`config.mk`:
```
export PLATFORM = sky130hd
export DESIGN_NAME = key_buffer_ctrl_flat
export DESIGN_NICKNAME = d
export VERILOG_FILES = /design/src/rtl/key_buffer_ctrl_if.sv /design/src/rtl/key_buffer_ctrl.sv /design/src/flat_wrapper.sv
export SDC_FILE = /design/constraint.sdc
export NUM_CORES = 1
export LEC_CHECK = 0
export CAP_MARGIN = 20
export CORE_MARGIN = 2
export CORE_UTILIZATION = 53
export DETAILED_ROUTE_END_ITERATION = 10
export HOLD_SLACK_MARGIN = 0.15
export PLACE_DENSITY = 0.84
export SYNTH_ARGS = -nofsm -noshare
export SYNTH_HDL_FRONTEND = slang
export SYNTH_SLANG_ARGS = --single-unit
```
`constraint.sdc`:
```
create_clock -name i_clk -period 9.7 [get_ports i_clk]
set_input_delay 1.94 -clock i_clk [delete_from_list [all_inputs] [get_ports i_clk]]
set_output_delay 1.94 -clock i_clk [all_outputs]
set_load 0.01 [all_outputs]
```
`src/rtl/key_buffer_ctrl_if.sv`:
```
// rtl/key_buffer_ctrl_if.sv - detector/matcher handshake and buffer strobes for key_buffer_ctrl
// master: the surrounding pipeline; slave: the controller.
interface key_buffer_ctrl_if;
  logic kp_valid;
  logic kp_ready;
  logic mt_valid;
  logic mt_req;
  logic buf_flag;
  logic buf_hit;

  modport master (
    output kp_valid,
    output mt_req,
    input  kp_ready,
    input  mt_valid,
    input  buf_flag,
    input  buf_hit
  );

  modport slave (
    input  kp_valid,
    input  mt_req,
    output kp_ready,
    output mt_valid,
    output buf_flag,
    output buf_hit
  );
endinterface

```
`src/rtl/key_buffer_ctrl.sv`:
```
// rtl/key_buffer_ctrl.sv - keypoint buffer sequencer: push/pop strobes, occupancy, drain and flush
// Optional macro KEY_BUFFER_CTRL_DROP_CNT_EN adds o_drop_cnt (rejected-offer counter).
module key_buffer_ctrl #(
  parameter int DEPTH = 100,
  parameter int CNT_W = 10
) (
  input  logic             i_clk,
  input  logic             i_rst_n,
  input  logic             i_frame_start,
  input  logic             i_frame_end,
  key_buffer_ctrl_if.slave bus,
  output logic [CNT_W-1:0] o_count,
  output logic             o_full,
  output logic             o_empty,
  output logic [1:0]       o_state,
  output logic             o_done
`ifdef KEY_BUFFER_CTRL_DROP_CNT_EN
  ,
  output logic [15:0]      o_drop_cnt
`endif
);

  typedef enum logic [1:0] {
    IDLE    = 2'd0,
    COLLECT = 2'd1,
    DRAIN   = 2'd2,
    FLUSH   = 2'd3
  } state_t;

  state_t           r_state;
  state_t           w_next_state;
  logic [CNT_W-1:0] r_count;
  logic [CNT_W-1:0] w_count_next;
  logic             w_full;
  logic             w_empty;
  logic             w_mt_valid;
  logic             w_kp_ready;
  logic             w_push;
  logic             w_pop;
  logic             w_done;

  assign w_full     = (r_count == CNT_W'(DEPTH));
  assign w_empty    = (r_count == '0);
  assign w_mt_valid = ((r_state == COLLECT) || (r_state == DRAIN)) && !w_empty;
  // FLUSH discards stale entries without ever exposing them to the matcher.
  assign w_pop      = (r_state == FLUSH) ? !w_empty : (w_mt_valid && bus.mt_req);
  assign w_kp_ready = (r_state == COLLECT) && (!w_full || w_pop);
  assign w_push     = bus.kp_valid && w_kp_ready;
  assign w_count_next = r_count + CNT_W'(w_push) - CNT_W'(w_pop);

  always_comb begin
    w_next_state = r_state;
    w_done       = 1'b0;
    case (r_state)
      IDLE: begin
        if (i_frame_start) w_next_state = w_empty ? COLLECT : FLUSH;
      end
      COLLECT: begin
        if (i_frame_start)    w_next_state = (w_count_next == '0) ? COLLECT : FLUSH;
        else if (i_frame_end) w_next_state = DRAIN;
      end
      DRAIN: begin
        if (i_frame_start) begin
          w_next_state = (w_count_next == '0) ? COLLECT : FLUSH;
        end else if (w_count_next == '0) begin
          w_done       = 1'b1;
          w_next_state = IDLE;
        end
      end
      FLUSH: begin
        if (w_count_next == '0) w_next_state = COLLECT;
      end
      default: w_next_state = IDLE;
    endcase
  end

  always_ff @(posedge i_clk or negedge i_rst_n) begin
    if (!i_rst_n) begin
      r_state <= IDLE;
      r_count <= '0;
    end else begin
      r_state <= w_next_state;
      r_count <= w_count_next;
    end
  end

`ifdef KEY_BUFFER_CTRL_DROP_CNT_EN
  logic [15:0] r_drop_cnt;

  always_ff @(posedge i_clk or negedge i_rst_n) begin
    if (!i_rst_n) begin
      r_drop_cnt <= '0;
    end else if (i_frame_start) begin
      r_drop_cnt <= '0;
    end else if ((r_state == COLLECT) && bus.kp_valid && !w_kp_ready &&
                 (r_drop_cnt != 16'hFFFF)) begin
      r_drop_cnt <= r_drop_cnt + 16'd1;
    end
  end

  assign o_drop_cnt = r_drop_cnt;
`endif

  a_no_overflow: assert property (@(posedge i_clk) disable iff (!i_rst_n)
    (w_push && !w_pop) |-> !w_full);
  a_no_underflow: assert property (@(posedge i_clk) disable iff (!i_rst_n)
    (w_pop && !w_push) |-> !w_empty);

  assign bus.kp_ready = w_kp_ready;
  assign bus.mt_valid = w_mt_valid;
  assign bus.buf_flag = w_push;
  assign bus.buf_hit  = w_pop;
  assign o_count      = r_count;
  assign o_full       = w_full;
  assign o_empty      = w_empty;
  assign o_state      = r_state;
  assign o_done       = w_done;

endmodule
```
`src/flat_wrapper.sv`:
```
// flat-port wrapper written by rule: the top's interface ports become plain ports
module key_buffer_ctrl_flat 
#(
  parameter int DEPTH = 100,
  parameter int CNT_W = 10
)
  (i_clk, i_rst_n, i_frame_start, i_frame_end, o_count, o_full, o_empty, o_state, o_done, bus_kp_valid, bus_mt_req, bus_kp_ready, bus_mt_valid, bus_buf_flag, bus_buf_hit);
  key_buffer_ctrl_if bus_i ();
  input  logic i_clk;
  input  logic i_rst_n;
  input  logic i_frame_start;
  input  logic i_frame_end;
  output logic [CNT_W-1:0] o_count;
  output logic o_full;
  output logic o_empty;
  output logic [1:0] o_state;
  output logic o_done;
  input wire logic [$bits(bus_i.kp_valid)-1:0] bus_kp_valid;
  input wire logic [$bits(bus_i.mt_req)-1:0] bus_mt_req;
  output wire logic [$bits(bus_i.kp_ready)-1:0] bus_kp_ready;
  output wire logic [$bits(bus_i.mt_valid)-1:0] bus_mt_valid;
  output wire logic [$bits(bus_i.buf_flag)-1:0] bus_buf_flag;
  output wire logic [$bits(bus_i.buf_hit)-1:0] bus_buf_hit;
  assign bus_i.kp_valid = bus_kp_valid;
  assign bus_i.mt_req = bus_mt_req;
  assign bus_kp_ready = bus_i.kp_ready;
  assign bus_mt_valid = bus_i.mt_valid;
  assign bus_buf_flag = bus_i.buf_flag;
  assign bus_buf_hit = bus_i.buf_hit;
  key_buffer_ctrl #(.DEPTH(DEPTH), .CNT_W(CNT_W)) u_core (.i_clk(i_clk), .i_rst_n(i_rst_n), .i_frame_start(i_frame_start), .i_frame_end(i_frame_end), .bus(bus_i), .o_count(o_count), .o_full(o_full), .o_empty(o_empty), .o_state(o_state), .o_done(o_done));
endmodule
```
==> results.md, run 1 <==
- The clock buffer count from CTS is 3.
- The area used by multi-input combinational logic is 688 µm².
- Derived from the worst setup path, the maximum achievable clock frequency is 126 MHz.
- The CTS tree is built.
- The number of max-capacitance violations reported is 0.
- 25 I/O pins were placed.
- Entering global routing, the biggest net connects 13 pins.
- The number of antenna diodes in the final layout is 0.
- The core region area is 1940 µm².
- For this block, wires on met1 add up to 962 µm.
- The register area is 300 µm².
- After detailed routing, the total wire length is 2150 µm.
- The area enclosed by the die boundary is 2420 µm².
- The worst register-to-register path has a depth of 20.
- The clock slew at the register clock pins of the worst setup and hold paths is 70 ps.
- For this run, asynchronously set or reset flops after synthesis account for 100%.
- Detailed routing placed a total of 105 µm of wire on met3.
- Of the post-synthesis cell area, the dominant cell type holds 27.7%.
- The clock latency of the later-clocked register in the worst-skew pair is 280 ps.
- The count of H-tree levels built during CTS is 1.
- The number of buffer cells added on primary ports is 24.
- After synthesis, flip-flops and latches occupy 27.7% of the total area.
- STA puts the critical path data required time at 7760 ps.
- Counting every net in the synthesized netlist gives 143.
- In the synthesized netlist the dominant register cell turns out to be sky130_fd_sc_hd__dfrtp_1.
- After detailed routing, the number of vias per cell comes to 5.16.
- The number of hold buffers added after CTS was 0.
- The cell with the most instances after synthesis is sky130_fd_sc_hd__inv_1.
- The final clock skew is 4.49 ps.
- The worst setup path is captured at an output pin.
- The number of buffers inserted by post-CTS setup repair is 0.
- The routed design uses 1030 µm of met2 wire.
- The final routed DRC violation total is 0.
- The violation count after the first detailed-routing iteration is 7.
- The highest routed metal layer is met4.
- The run finished with clean final reports.
- The number of antenna-violating nets in the routed design is 0.
- In the post-synthesis netlist, the biggest area contributors are sky130_fd_sc_hd__dfrtp_1, sky130_fd_sc_hd__ha_1, sky130_fd_sc_hd__inv_1, sky130_fd_sc_hd__a21oi_1, sky130_fd_sc_hd__nor2_1.
- The via count of the first global-routing pass is 901.
- Synthesis handed over a netlist of 116 instances.
- The number of optimization iterations in the first detailed-route pass is 4.
- Detailed placement finished with a half-perimeter wire length of 1830 µm.
- The worst hold path belongs to the class register to register.
- The number of gates resized after CTS was 0.
- Routability-driven placement finished with a final weighted congestion of 0.814.
- For the finished layout, the period the worst path requires is 7950 ps.
- The hold-critical path depth is 1.
- The width of the die is 49.2 µm.
- The final global-route overflow total is 0.
- The initial antenna violation count is 0.
- The post-detailed-route wirelength per cell is 12.6 µm.
- By count the netlist is led by sky130_fd_sc_hd__inv_1, sky130_fd_sc_hd__ha_1, sky130_fd_sc_hd__dfrtp_1.
- The number of unique standard cell types used by synthesis is 32.
- In this run the deepest clock path goes through 2 buffers.
- The number of hold-slack violations in the final timing report is 0.
- The final max-slew violation count was 0.
- The share of cells above drive strength 1 is 7.69%.
- The die is 49.2 µm tall.
- For the pin with the worst max-slew slack, the measured transition is 537 ps.
- The cell area that synthesis handed to floorplanning was 1080 µm².
- The biggest area contributor in the post-synthesis netlist is sky130_fd_sc_hd__dfrtp_1.
- Setup repair after global routing left no endpoint under its margin.
- Relative to the synthesized area, the layout overhead comes to 27.4%.
- The final total negative setup slack is 0 ps.
- The setup path with the least slack is of type input pin to output pin.
- The routed via count is 877.
- The combined global-route utilization of all metal layers is 20.3%.
- The startpoint type of the worst setup path is an input pin.
- The arrival time at the worst endpoint is 6010 ps.
- CTS placed an instance of sky130_fd_sc_hd__clkbuf_4 at the clock tree root.
- The total setup violations reported at the end of the flow is 0.
- During synthesis, Yosys emitted a total of 0 warnings.
- The worst slew slack as a fraction of its limit is 64.1%.
- Once the floorplan was initialized, standard cells occupied 55.7% of the core.
- Clock tree synthesis found a total of 12 sinks.
- The global-route wire length before repair is 3770 µm.
- The filler cell count in the final layout is 151.
- Yosys mapped a number of flops with a built-in enable equal to 0.
- In this run, synthesis produced a sequential element count of 12.
- The final cycle utilization of the critical path is 81.9%.
- The initialized floorplan defines 16 standard-cell rows.
- In the final design database the tool counted 172 nets.
- The post-synthesis area per instance is 9.33 µm².
- The biggest fanout along the worst timing path is 3.
- In this run the register-to-register setup slack is 5190 ps.
logic make-up (layout without fill, tap and decap cells):
logic type,count (synthesis),count (layout),share of synthesized area (%)
simple gates,27,27,13.9
buf+inv,25,52,8.67
compound gates,23,23,16.9
fa+ha+maj,21,21,25.0
flops,12,12,27.7
xor+xnor,6,6,5.55
mux,2,2,2.31
final timing paths:
check,from,endpoint
setup / recovery,bus_mt_req,o_done
hold / removal,u_core.o_count[0]$_DFF_PN0_,u_core.o_count[0]$_DFF_PN0_
setup reg to reg,u_core.o_count[8]$_DFF_PN0_,u_core.o_state[1]$_DFFE_PN0P_
hold reg to reg,u_core.o_count[0]$_DFF_PN0_,u_core.o_count[0]$_DFF_PN0_
max in group asynchronous,i_rst_n,u_core.o_state[1]$_DFFE_PN0P_
min in group asynchronous,i_rst_n,u_core.o_count[0]$_DFF_PN0_
layout by cell type (no fill, tap or decap), types with 2 or more instances in the layout:
cell and count:
sky130_fd_sc_hd__inv_1 25, sky130_fd_sc_hd__nand3b_1 3, sky130_fd_sc_hd__nor2_1 8, sky130_fd_sc_hd__clkdlybuf4s50_1 24
sky130_fd_sc_hd__nor2b_1 2, sky130_fd_sc_hd__a21oi_1 8, sky130_fd_sc_hd__nand2b_1 2, sky130_fd_sc_hd__ha_1 20
sky130_fd_sc_hd__xnor2_1 2, sky130_fd_sc_hd__nand2_1 2, sky130_fd_sc_hd__nor3b_1 2, sky130_fd_sc_hd__o31ai_1 2
sky130_fd_sc_hd__xor2_1 3, sky130_fd_sc_hd__o21a_1 3, sky130_fd_sc_hd__clkbuf_4 3, sky130_fd_sc_hd__a2111o_1 2
sky130_fd_sc_hd__nor3_1 4, sky130_fd_sc_hd__dfrtp_1 12
final cells by class:
class / count / share of cell area [%]
Clock buffer: 3 / 1.63
Timing Repair Buffer: 24 / 17.4
Inverter: 25 / 6.81
Tap cell: 27 / 2.45
Sequential cell: 12 / 21.8
Multi-Input combinational cell: 79 / 49.9
metal layers:
layer,up-vias,track usage (%)
met3,5,4.91
met1,403,23.8
met5,-,0
li1,447,-
met2,22,34.5
met4,0,10.0
registers in the layout, indices dropped and copies added (netlist names):
signal,cells
u_core.o_count,10
u_core.o_state,2
through the flow:
| stage | instances | area (µm²) | utilization, % | hold WS (ps) | setup WS, ps |
|---|---|---|---|---|---|
| 2_1_floorplan | 116 | 1080 | - | 587 | 2720 |
| 3_3_place_gp | 167 | 1360 | 69.8 | 564 | 1870 |
| 3_5_place_dp | 167 | 1360 | 69.8 | 569 | 1730 |
| 4_1_cts | 170 | 1380 | 71.0 | 586 | 1720 |
| 5_1_grt | 170 | 1380 | 71.0 | 618 | 1560 |
| 6_report | 170 | 1380 | 71.0 | 583 | 1750 |
worst max-delay path, stage by stage:
cell                              delay (ps)
sky130_fd_sc_hd__clkdlybuf4s50_1         460
sky130_fd_sc_hd__a21oi_1                  60
sky130_fd_sc_hd__nor2_1                  170
sky130_fd_sc_hd__o21a_1                  150
sky130_fd_sc_hd__nand2_1                  70
sky130_fd_sc_hd__ha_1                    290
sky130_fd_sc_hd__inv_1                    60
sky130_fd_sc_hd__ha_1                    150
sky130_fd_sc_hd__inv_1                    50
sky130_fd_sc_hd__fa_1                    400
sky130_fd_sc_hd__nand2b_1                190
sky130_fd_sc_hd__a2111o_1                460
sky130_fd_sc_hd__a311oi_2                250
sky130_fd_sc_hd__o21ai_1                 100
sky130_fd_sc_hd__a2111o_1                430
sky130_fd_sc_hd__nor3b_1                 200
sky130_fd_sc_hd__clkdlybuf4s50_1         570
Power of run 1 is not shown: default switching activity piles up to over one toggle a cycle in this logic, so the estimate is an artifact.
==> inputs of run 2 (changes only) <==
--- a/config.mk
+++ b/config.mk
@@ -7,10 +7,10 @@
 export LEC_CHECK = 0
 export CAP_MARGIN = 20
 export CORE_MARGIN = 2
-export CORE_UTILIZATION = 53
+export CORE_UTILIZATION = 45
 export DETAILED_ROUTE_END_ITERATION = 10
 export HOLD_SLACK_MARGIN = 0.15
-export PLACE_DENSITY = 0.84
+export PLACE_DENSITY = 0.76
 export SYNTH_ARGS = -nofsm -noshare
 export SYNTH_HDL_FRONTEND = slang
 export SYNTH_SLANG_ARGS = --single-unit
==> constraint.sdc (replaced) <==
create_clock -name i_clk -period 7.3 [get_ports i_clk]
set_input_delay 1.46 -clock i_clk [delete_from_list [all_inputs] [get_ports i_clk]]
set_output_delay 1.46 -clock i_clk [all_outputs]
set_load 0.01 [all_outputs]
==> run 2 against run 1 <==
  * Non-clock buffer count stayed put
  * Hold slack got worse by 3.7 ps
  * Clock-buffer cell count stayed put
  * Utilization shrank 9.2 points
  * First-iteration DRC count unchanged
  * Final area about the same
  * Register-to-register slack worse by 2400 ps
  * Largest cell class unchanged
==> results.md, run 2 (same netlist as run 1, synthesis figures left out) <==
- The flow ran to the end, and the final reports show no timing, DRC or antenna violations.
- The number of optimization iterations in the first detailed-route pass is 4.
- Traced cell by cell, the critical path runs through clkdlybuf4s50_1, a21oi_1, nor2_1, o21a_1, nand2_1, ha_1, inv_1, ha_1, inv_1, fa_1, nand2b_1, a2111o_1, a311oi_2, o21ai_1, a2111o_1, nor3b_1, clkdlybuf4s50_1.
- The number of buffer cells added on primary ports is 24.
- The area enclosed by the die boundary is 2810 µm².
- The number of hold-slack violations in the final timing report is 0.
- The routed via count is 896.
- The number of flip-flops in the largest register is 10.
- The class of the most critical setup path is input pin to output pin.
- After filler insertion, the fill cell instance count of the layout stands at 199.
- The maximum number of pins on one net before global-route repair is 13.
- The count of cells along the worst register-to-register path is 20.
- After detailed routing, the average wire length per cell comes to 13.2 µm.
- The library cells used most frequently in the layout, excluding fill and tap cells, are sky130_fd_sc_hd__inv_1, sky130_fd_sc_hd__clkdlybuf4s50_1, sky130_fd_sc_hd__ha_1.
- For this run, the number of standard cells in the final layout without fillers is 171.
- The area added between synthesis and finish is 27.5%.
- The final max-slew violation count is 0.
- STA puts the critical path data required time at 5840 ps.
- The final total negative setup slack is 0 ps.
- Across the run, the number of max-cap violations was 0.
- The worst path meets setup with 312 ps of slack.
- After the first detailed-routing iteration, the DRC count stood at 7.
- The number of antenna diodes in the final layout is 0.
- Derived from the worst setup path, the maximum achievable clock frequency is 143 MHz.
- The worst register-to-register path ends at u_core.o_state[1]$_DFFE_PN0P_.
- In this run the worst hold path is classified as register to register.
- The startpoint type of the worst setup path is an input pin.
- The end point of the critical path is o_done.
- The post-detailed-routing wire length is 2260 µm.
- For the pin with the worst max-slew slack, the measured transition is 553 ps.
- The core region area is 2230 µm².
- The worst slew slack as a fraction of its limit is 63.0%.
- The worst path uses 95.7% of the clock period.
- Buffers added to address setup during post-CTS repair amount to 0.
- Setup slack on the worst reg-to-reg path comes out at 2800 ps.
- The final global-route overflow total is 0.
- The via count of the first global-routing pass was 862.
- The starting density of the core is 48.5%.
- Setup violations remaining at the end of the flow were counted as 0.
- In the final layout, the multi-input gates occupy 688 µm².
- Together, buffers and inverters on the worst path number 4.
- On the critical path, the stage with the largest delay is an instance of sky130_fd_sc_hd__clkdlybuf4s50_1.
- The startpoint identified for the worst register-to-register timing path is u_core.o_count[8]$_DFF_PN0_.
- The setup slack after placement is 325 ps.
- The end-of-flow core utilization is 61.8%.
- The combined global-route utilization of all metal layers is 18.3%.
- After the last flow step, the layout net total stands at 172.
- After detailed routing, the number of remaining DRC violations is 0.
- No sink is reached through more buffers than the 2 on the longest clock path.
- The critical path starts at bus_mt_req.
- The most common library cell in the layout ignoring fill and taps is sky130_fd_sc_hd__inv_1.
- The hold buffer count at CTS is 0.
- Registers take 300 µm².
- The count of nets left with antenna violations once routing finished came out at 0.
- The maximum single-stage delay on the critical path is 560 ps.
- The post-cts repair resize count is 0.
- The tree built by TritonCTS fans out to 12 sinks.
- The CTS tree is built.
- Of the cells placed in the final design, the portion with a size suffix greater than 1 is 7.69%.
- The count of H-tree levels built during CTS is 1.
- The clock latency of the later-clocked register in the worst-skew pair is 270 ps.
- The arrival time at the worst endpoint is 5530 ps.
- The die is 53.0 µm wide.
- STA classifies the critical path endpoint as an output pin.
- After legalization and detailed placement, the total HPWL measured 1820 µm.
- The site row count is 17.
- The ratio of routed vias to standard cells is 5.24.
- The startpoint of the worst hold path is u_core.o_count[0]$_DFF_PN0_.
- The depth of the critical timing path with buffers and inverters included is 17.
- The clock buffer count from CTS is 3.
- The initial antenna violation count came to 0.
- The final critical delay including setup and external delays is 6990 ps.
- After clock tree synthesis, the clock-pin slew on the worst setup and hold paths is 70 ps.
- Setup repair after global routing left no endpoint under its margin.
- The congestion estimate from routability-driven global placement came to 0.851.
- The global-route wire length before repair is 3640 µm.
- The biggest fanout along the worst timing path is 3.
- The clock arrives with 0.934 ps of skew.
- The cell type group with the largest total delay on the critical path is compound AO/OA/AOI/OAI gates.
- The number of top-level pins is 25.
- Once placement completed, the tool counted placed cells totaling 168.
- The root buffer cell is sky130_fd_sc_hd__clkbuf_4.
- The vertical extent of the die is 53.0 µm.
## run 2: how the worst min path moves through the flow
stage	cells past startpoint	slack, ps	end
floorplan	1	590	u_core.o_count[0]$_DFF_PN0_
global placement	1	560	u_core.o_count[0]$_DFF_PN0_
detailed placement	1	560	u_core.o_count[0]$_DFF_PN0_
CTS	1	580	u_core.o_count[0]$_DFF_PN0_
global route	1	600	u_core.o_count[0]$_DFF_PN0_
finish	1	580	u_core.o_count[0]$_DFF_PN0_
## run 2: layout make-up
class / count / area share [%]
Timing Repair Buffer: 24 / 17.4
Clock buffer: 3 / 1.63
Tap cell: 28 / 2.54
Multi-Input combinational cell: 79 / 49.9
Sequential cell: 12 / 21.8
Inverter: 25 / 6.80
## run 2: routing by layer
| layer | track usage, % | wire length (µm) | vias to the layer above | share of wire [%] |
|---|---|---|---|---|
| met3 | 3.39 | 91 | 4 | 4.0 |
| met2 | 31.5 | 1120 | 21 | 49 |
| met4 | 7.69 | 25 | 0 | 1.1 |
| met1 | 22.2 | 1030 | 423 | 45 |
| met5 | 0 | 0 | - | 0 |
| li1 | - | - | 448 | - |
## run 2: worst reg2reg max path, stage by stage, from the launching register on
cell                       delay (ps)
sky130_fd_sc_hd__dfrtp_1          380
sky130_fd_sc_hd__inv_1             90
sky130_fd_sc_hd__ha_1             150
sky130_fd_sc_hd__nor3b_1          220
sky130_fd_sc_hd__and4_1           290
sky130_fd_sc_hd__nor2_1            90
sky130_fd_sc_hd__o21a_1           190
sky130_fd_sc_hd__nand2_1           90
sky130_fd_sc_hd__ha_1             230
sky130_fd_sc_hd__inv_1             70
sky130_fd_sc_hd__ha_1             160
sky130_fd_sc_hd__inv_1             60
sky130_fd_sc_hd__fa_1             390
sky130_fd_sc_hd__nand2b_1         190
sky130_fd_sc_hd__a2111o_1         450
sky130_fd_sc_hd__a311oi_2         230
sky130_fd_sc_hd__o21ai_1          100
sky130_fd_sc_hd__a2111o_1         430
sky130_fd_sc_hd__o22ai_2          170
sky130_fd_sc_hd__o21ai_2          100
sky130_fd_sc_hd__mux2_4           300
## run 2: metrics by stage
step                cell area (µm²)  hold WS (ps)
detailed placement             1360           563
floorplan                      1080           587
global placement               1360           565
CTS                            1380           580
global route                   1380           602
finish                         1380           579
Power of run 2 is left out for the same reason.
